==> src/rtl/intrude_arbiter_pkg.sv <==
// Shared Slipstream definitions for the intrusion arbiter.
//   state_e       : arbiter FSM states
//   IdxDsp/Blt/Dma: requester bit positions in REQ/REQWR/GNT/DONE
//   *Def          : default timing parameters
//   sat_inc       : 4-bit saturating increment used by all counters
package intrude_arbiter_pkg;

   typedef enum logic [2:0] {
      StIdle,
      StAcq,
      StXfer,
      StNext,
      StHold
   } state_e;

   localparam int unsigned IdxDsp = 0;
   localparam int unsigned IdxBlt = 1;
   localparam int unsigned IdxDma = 2;

   localparam int unsigned CycLenDef   = 3;
   localparam int unsigned MaxBurstDef = 4;
   localparam int unsigned GapDef      = 2;

   localparam int unsigned CntW = 4;

   function automatic logic [CntW-1:0] sat_inc(input logic [CntW-1:0] v);
      return (v == {CntW{1'b1}}) ? v : v + 1'b1;
   endfunction

endpackage

==> src/rtl/rr_pick2.sv <==
// Two-way round-robin chooser between the blitter and the external DMA.
//   i_clk, i_reset : clock, synchronous active-high reset
//   i_req[1:0]     : bit0 blitter request, bit1 DMA request
//   i_adv          : a blitter/DMA transfer just completed
//   i_adv_dma      : with i_adv, 1 = the completed transfer was the DMA's
//   o_pick[1:0]    : one-hot choice (zero when neither requests)
module rr_pick2
   import intrude_arbiter_pkg::*;
(
   input  logic       i_clk,
   input  logic       i_reset,
   input  logic [1:0] i_req,
   input  logic       i_adv,
   input  logic       i_adv_dma,
   output logic [1:0] o_pick
);

   // 0: blitter preferred, 1: DMA preferred.
   logic r_ptr;
   logic w_ptr_d;

   // Preference flips to the requester that did not just complete.
   always_comb begin
      w_ptr_d = r_ptr;
      if (i_adv) begin
         w_ptr_d = ~i_adv_dma;
      end
   end

   always_comb begin
      o_pick = 2'b00;
      if (!r_ptr) begin
         if (i_req[0]) begin
            o_pick = 2'b01;
         end else if (i_req[1]) begin
            o_pick = 2'b10;
         end
      end else begin
         if (i_req[1]) begin
            o_pick = 2'b10;
         end else if (i_req[0]) begin
            o_pick = 2'b01;
         end
      end
   end

   always_ff @(posedge i_clk) begin
      if (i_reset) begin
         r_ptr <= 1'b0;
      end else begin
         r_ptr <= w_ptr_d;
      end
   end

endmodule

==> src/rtl/intrude_arbiter.sv <==
// Intrusion arbiter: picks one of DSP / blitter / external DMA, requests the
// bus from the intrusion sequencer and runs fixed-length read/write strobes,
// with burst limiting and a forced release gap.
//   i_clk, i_reset  : clock, synchronous active-high reset
//   i_req[2:0]      : level requests (bit0 DSP, bit1 blitter, bit2 DMA)
//   i_reqwr[2:0]    : per-requester direction, 1 = write
//   i_busack        : sequencer owns the bus, transfer may run
//   o_trudy         : intrusion request to the sequencer
//   o_rd, o_wr      : transfer strobes
//   o_gnt[2:0]      : one-hot grant, steers the external address/data mux
//   o_done[2:0]     : one-cycle completion pulse to the winner
module intrude_arbiter
   import intrude_arbiter_pkg::*;
#(
   parameter int unsigned CYC_LEN   = CycLenDef,
   parameter int unsigned MAX_BURST = MaxBurstDef,
   parameter int unsigned GAP       = GapDef
) (
   input  logic       i_clk,
   input  logic       i_reset,
   input  logic [2:0] i_req,
   input  logic [2:0] i_reqwr,
   input  logic       i_busack,
   output logic       o_trudy,
   output logic       o_rd,
   output logic       o_wr,
   output logic [2:0] o_gnt,
   output logic [2:0] o_done
);

   localparam logic [CntW-1:0] CycLast  = CntW'(CYC_LEN - 1);
   localparam logic [CntW-1:0] GapLast  = CntW'(GAP - 1);
   localparam logic [CntW-1:0] BurstMax = CntW'(MAX_BURST);

   state_e          r_state, w_state_d;
   logic [2:0]      r_win,   w_win_d;
   logic            r_dir,   w_dir_d;
   logic [CntW-1:0] r_cyc,   w_cyc_d;
   logic [CntW-1:0] r_burst, w_burst_d;
   logic [2:0]      r_done,  w_done_d;
   logic            r_err,   w_err_d;

   logic [1:0] w_rr_pick;
   logic [2:0] w_pick;
   logic       w_pick_dir;
   logic       w_rr_adv;
   logic       w_rr_adv_dma;

   rr_pick2 u_rr_pick2 (
      .i_clk     (i_clk),
      .i_reset   (i_reset),
      .i_req     ({i_req[IdxDma], i_req[IdxBlt]}),
      .i_adv     (w_rr_adv),
      .i_adv_dma (w_rr_adv_dma),
      .o_pick    (w_rr_pick)
   );

   // DSP overrides the round-robin pair without touching its pointer.
   always_comb begin
      w_pick = '0;
      if (i_req[IdxDsp]) begin
         w_pick[IdxDsp] = 1'b1;
      end else begin
         w_pick[IdxBlt] = w_rr_pick[0];
         w_pick[IdxDma] = w_rr_pick[1];
      end
   end

   assign w_pick_dir   = |(i_reqwr & w_pick);
   assign w_rr_adv_dma = r_win[IdxDma];

   always_comb begin
      w_state_d = r_state;
      w_win_d   = r_win;
      w_dir_d   = r_dir;
      w_cyc_d   = r_cyc;
      w_burst_d = r_burst;
      w_done_d  = '0;
      w_err_d   = r_err;
      w_rr_adv  = 1'b0;
      unique case (r_state)
         StIdle: begin
            w_burst_d = '0;
            if (|i_req) begin
               w_win_d   = w_pick;
               w_dir_d   = w_pick_dir;
               w_state_d = StAcq;
            end
         end
         StAcq: begin
            // A withdrawn request beats a simultaneous BUSACK.
            if (!(|(i_req & r_win))) begin
               w_win_d   = '0;
               w_burst_d = '0;
               w_state_d = StIdle;
            end else if (i_busack) begin
               w_cyc_d   = '0;
               w_state_d = StXfer;
            end
         end
         StXfer: begin
            if (!i_busack) begin
               w_err_d = 1'b1;
            end
            if (r_cyc >= CycLast) begin
               w_done_d  = r_win;
               w_burst_d = sat_inc(r_burst);
               w_rr_adv  = ~r_win[IdxDsp];
               w_state_d = StNext;
            end else begin
               w_cyc_d = sat_inc(r_cyc);
            end
         end
         StNext: begin
            if (r_burst >= BurstMax) begin
               w_cyc_d   = '0;
               w_state_d = StHold;
            end else if (!(|i_req)) begin
               w_burst_d = '0;
               w_state_d = StIdle;
            end else begin
               w_win_d   = w_pick;
               w_dir_d   = w_pick_dir;
               w_cyc_d   = '0;
               w_state_d = i_busack ? StXfer : StAcq;
            end
         end
         StHold: begin
            if (r_cyc >= GapLast) begin
               w_burst_d = '0;
               w_state_d = StIdle;
            end else begin
               w_cyc_d = sat_inc(r_cyc);
            end
         end
         default: begin
            w_state_d = StIdle;
         end
      endcase
   end

   always_ff @(posedge i_clk) begin
      if (i_reset) begin
         r_state <= StIdle;
         r_win   <= '0;
         r_dir   <= 1'b0;
         r_cyc   <= '0;
         r_burst <= '0;
         r_done  <= '0;
         r_err   <= 1'b0;
      end else begin
         r_state <= w_state_d;
         r_win   <= w_win_d;
         r_dir   <= w_dir_d;
         r_cyc   <= w_cyc_d;
         r_burst <= w_burst_d;
         r_done  <= w_done_d;
         r_err   <= w_err_d;
      end
   end

   always_comb begin
      o_trudy = 1'b0;
      o_rd    = 1'b0;
      o_wr    = 1'b0;
      o_gnt   = '0;
      case (r_state)
         StAcq: begin
            o_trudy = 1'b1;
            o_gnt   = r_win;
         end
         StXfer: begin
            o_trudy = 1'b1;
            o_gnt   = r_win;
            o_rd    = ~r_dir;
            o_wr    = r_dir;
         end
         StNext: begin
            o_trudy = 1'b1;
         end
         default: begin
         end
      endcase
   end

   assign o_done = r_done;

   a_gnt_onehot: assert property (@(posedge i_clk) disable iff (i_reset) $onehot0(o_gnt));
   a_strobe_excl: assert property (@(posedge i_clk) !(o_rd && o_wr));
   // BUSACK lost mid-transfer; sticky until reset.
   c_proto_err: cover property (@(posedge i_clk) r_err);

endmodule

==> config.mk <==
export PLATFORM = sky130hd
export DESIGN_NAME = intrude_arbiter
export DESIGN_NICKNAME = d
export VERILOG_FILES = /design/src/rtl/intrude_arbiter_pkg.sv /design/src/rtl/rr_pick2.sv /design/src/rtl/intrude_arbiter.sv
export SDC_FILE = /design/constraint.sdc
export NUM_CORES = 1
export LEC_CHECK = 0
export ABC_AREA = 1
export BUFFER_PORTS_ARGS = -buffer_cell sky130_fd_sc_hd__buf_4
export CAP_MARGIN = 20
export CORE_UTILIZATION = 50
export DETAILED_ROUTE_END_ITERATION = 6
export HOLD_SLACK_MARGIN = 0.12
export PLACE_DENSITY = 0.74
export SYNTH_ARGS = -nofsm -noshare
export SYNTH_HDL_FRONTEND = slang
export SYNTH_SLANG_ARGS = --single-unit
==> constraint.sdc <==
create_clock -name i_clk -period 1.4 [get_ports i_clk]
set_input_delay 0.42 -clock i_clk [delete_from_list [all_inputs] [get_ports i_clk]]
set_output_delay 0.42 -clock i_clk [all_outputs]
set_load 0.01 [all_outputs]
==> results.toml <==
[detailed_routing]
drt_pass1_iterations = 4
post_drt_wl_per_cell_um = 15.4
vias_per_cell = 5.43
routed_wl_um = 4200
route.detailed.drc = 0
ant_nets = 0
vias = 1476
drt_iter0_drc = 73

[yosys]
ys_types = 25
synth_edf_count = 0
postSynthNetCount = 205
seq_area_frac_synth = 0.305
ys_ff_latch = 19
synthesis.area_mm2 = 0.00125
ys_async_sr_fraction = 0
syn_area_per_cell_um2 = 6.54
synthFlopType = "dfxtp_1"
yosysWarnings = 0
syn_inst = 191

[sta]
setup_ws_ns = -0.219
slew_violations = 0
hold_viol_final = 0
post-route-period-util = 1.16
finalSetupViolCount = 17
rsz0062_at_grt = "yes"
max_freq_ghz = 0.618
hold_slack_ns = 0.381
tightest_slew_ns = 0.413
clock-skew-final_ns = 0.00101
slew_headroom = 0.722
period_minus_slack_ns = 1.62
setup_tns_ns = -2.59

[floorplan]
rows = 17
die_h_um = 52.0
io_pins = 18
initial_core_util = 0.549
die_area_mm2 = 0.00270
die_w_um = 52.0
core_mm2 = 0.00228

[global_routing]
grt_pass1_wl_um = 5740
first_global_vias = 1347
antenna_found_initial = 0
grt_max_degree = 12
grt_overflow = 0
grt_use_total = 0.290

[setup_path]
crit_family = "flip-flops"
crit_slowest_cell = "dfxtp_4"
critPathMaxStageDelay_ns = 0.39
crit_type = "register to primary output"
reg2reg_from = "r_state[0]$_SDFFE_PP0P_"
cp_cell_sequence = "inv_4 -> nand3_4 -> buf_6 -> nor2_2 -> buf_4"
startpoint_type = "register"
cp_max_fo = 4
crit_start = "r_state[0]$_SDFFE_PP0P_"
arrival_ns = 1.20
worstPathRequired_ns = 0.98
endpoint_kind = "primary output"
crit_buf_inv = 3

[clocking]
clk_latency_ns = 0.30
clock_sinks = 19
cts_buffer_depth = 2
tritoncts = "done"
cts_buffers = 3
htree_levels = 1
cts_root_buf = "clkbuf_4"
hold_buffers = 0
clkTransAtPathRegs_ns = 0.11

[placed_design]
io_buffers = 17
gp_congestion = 0.905
place_hpwl_um = 2390
placed_cell_area_mm2 = 0.00155

[outcome]
status = "finished, violations left"
violations = "setup timing"

[min_path]
min_from = "i_reset"
min_path_type = "input pin to register"

[power_and_ir_drop]
ir_worst_vdd_mv = 1.31
power.total_w = 0.00332
power_density_mw_per_mm2 = 1700
p_leak_nw = 0.933

[finish]
mostFrequentLayoutCells = "46 x buf_4, 25 x nand2_1, 19 x inv_1"
layout.area.seq_um2 = 394
multi_input_area_um2 = 975
fillers = 120
diodes = 0
final_util = 0.860
drive_gt1_frac = 0.549
final_common_cell = "buf_4"
syn_to_final_growth_pct = 56.7
postLayoutCellArea_mm2 = 0.00196
layout.nets = 259

[flow_run]
max_cap_viol_count = 0
[report_power, final]
part	internal (W)	switching [W]
clock	0.000107	0.000183
sequential	0.000680	0.000155
combinational	0.000936	0.00126
total	0.00172	0.00160
[repair_timing]
action | in CTS | in global routing
setup buffers | 8 | 7
pin swaps | 10 | 19
setup endpoints to repair | 18 | 21
resized for setup | 38 | 48
[path summary, 6_finish.rpt]
kind	endpoint	slack [ns]	depth (start not counted)
setup reg to reg	r_cyc[1]$_SDFFE_PP0P_	-0.21	12
hold reg to reg	o_done[1]$_SDFF_PP0_	0.50	2
setup / recovery	o_wr	-0.22	5
hold / removal	r_state[0]$_SDFFE_PP0P_	0.38	2
[routing by layer]
metal | global-route usage | vias up | part of all wire
li1 | - | 711 | -
met1 | 0.337 | 678 | 0.41
met2 | 0.528 | 65 | 0.50
met3 | 0.0292 | 22 | 0.061
met4 | 0.126 | 0 | 0.036
met5 | 0 | - | 0
[state kept, by name (all words and copies together) (netlist names)]
name,flops
o_done,3
r_burst,4
r_cyc,4
r_dir,1
r_state,3
r_win,3
u_rr_pick2.r_ptr,1
[cells in the mapped netlist (3+ instances only)]
| cell | count | area share |
|---|---|---|
| ha_1 | 5 | 0.050 |
| nand2_1 | 39 | 0.12 |
| nor2_2 | 8 | 0.040 |
| nor2_1 | 28 | 0.084 |
| dfxtp_1 | 19 | 0.30 |
| o21ai_0 | 4 | 0.016 |
| nand2_2 | 6 | 0.030 |
| a21oi_1 | 14 | 0.056 |
| inv_2 | 5 | 0.015 |
| inv_1 | 23 | 0.069 |
| nand3_1 | 19 | 0.076 |
| nand3_2 | 3 | 0.024 |
[cell type report]
cell class              count  area share
clock buffers               3      0.0115
clock inverters             1     0.00256
inverters                  29      0.0633
multi-input cells         141       0.498
flip-flops and latches     19       0.201
well taps                  28      0.0179
repair buffers             51       0.205
[logic make-up (layout without fill, tap and decap cells)]
logic type,after synthesis,count (layout),synth area share
AOI/OAI and AO/OA,22,22,0.0942
xor gates and xnor gates,3,3,0.0210
DFF,19,19,0.305
and+or+nand+nor,111,111,0.430
adders and majority gates,5,5,0.0501
buffers and inverters,31,84,0.100
[per-stage QoR]
stage                     std cells  worst slack, ns
after floorplan                 191           0.0196
after global placement          254          -0.0976
after detailed placement        254           -0.133
after CTS                       266           -0.244
after global routing            272           -0.271
final                           272           -0.219
Note: power is estimated with default switching activity, not from simulation.
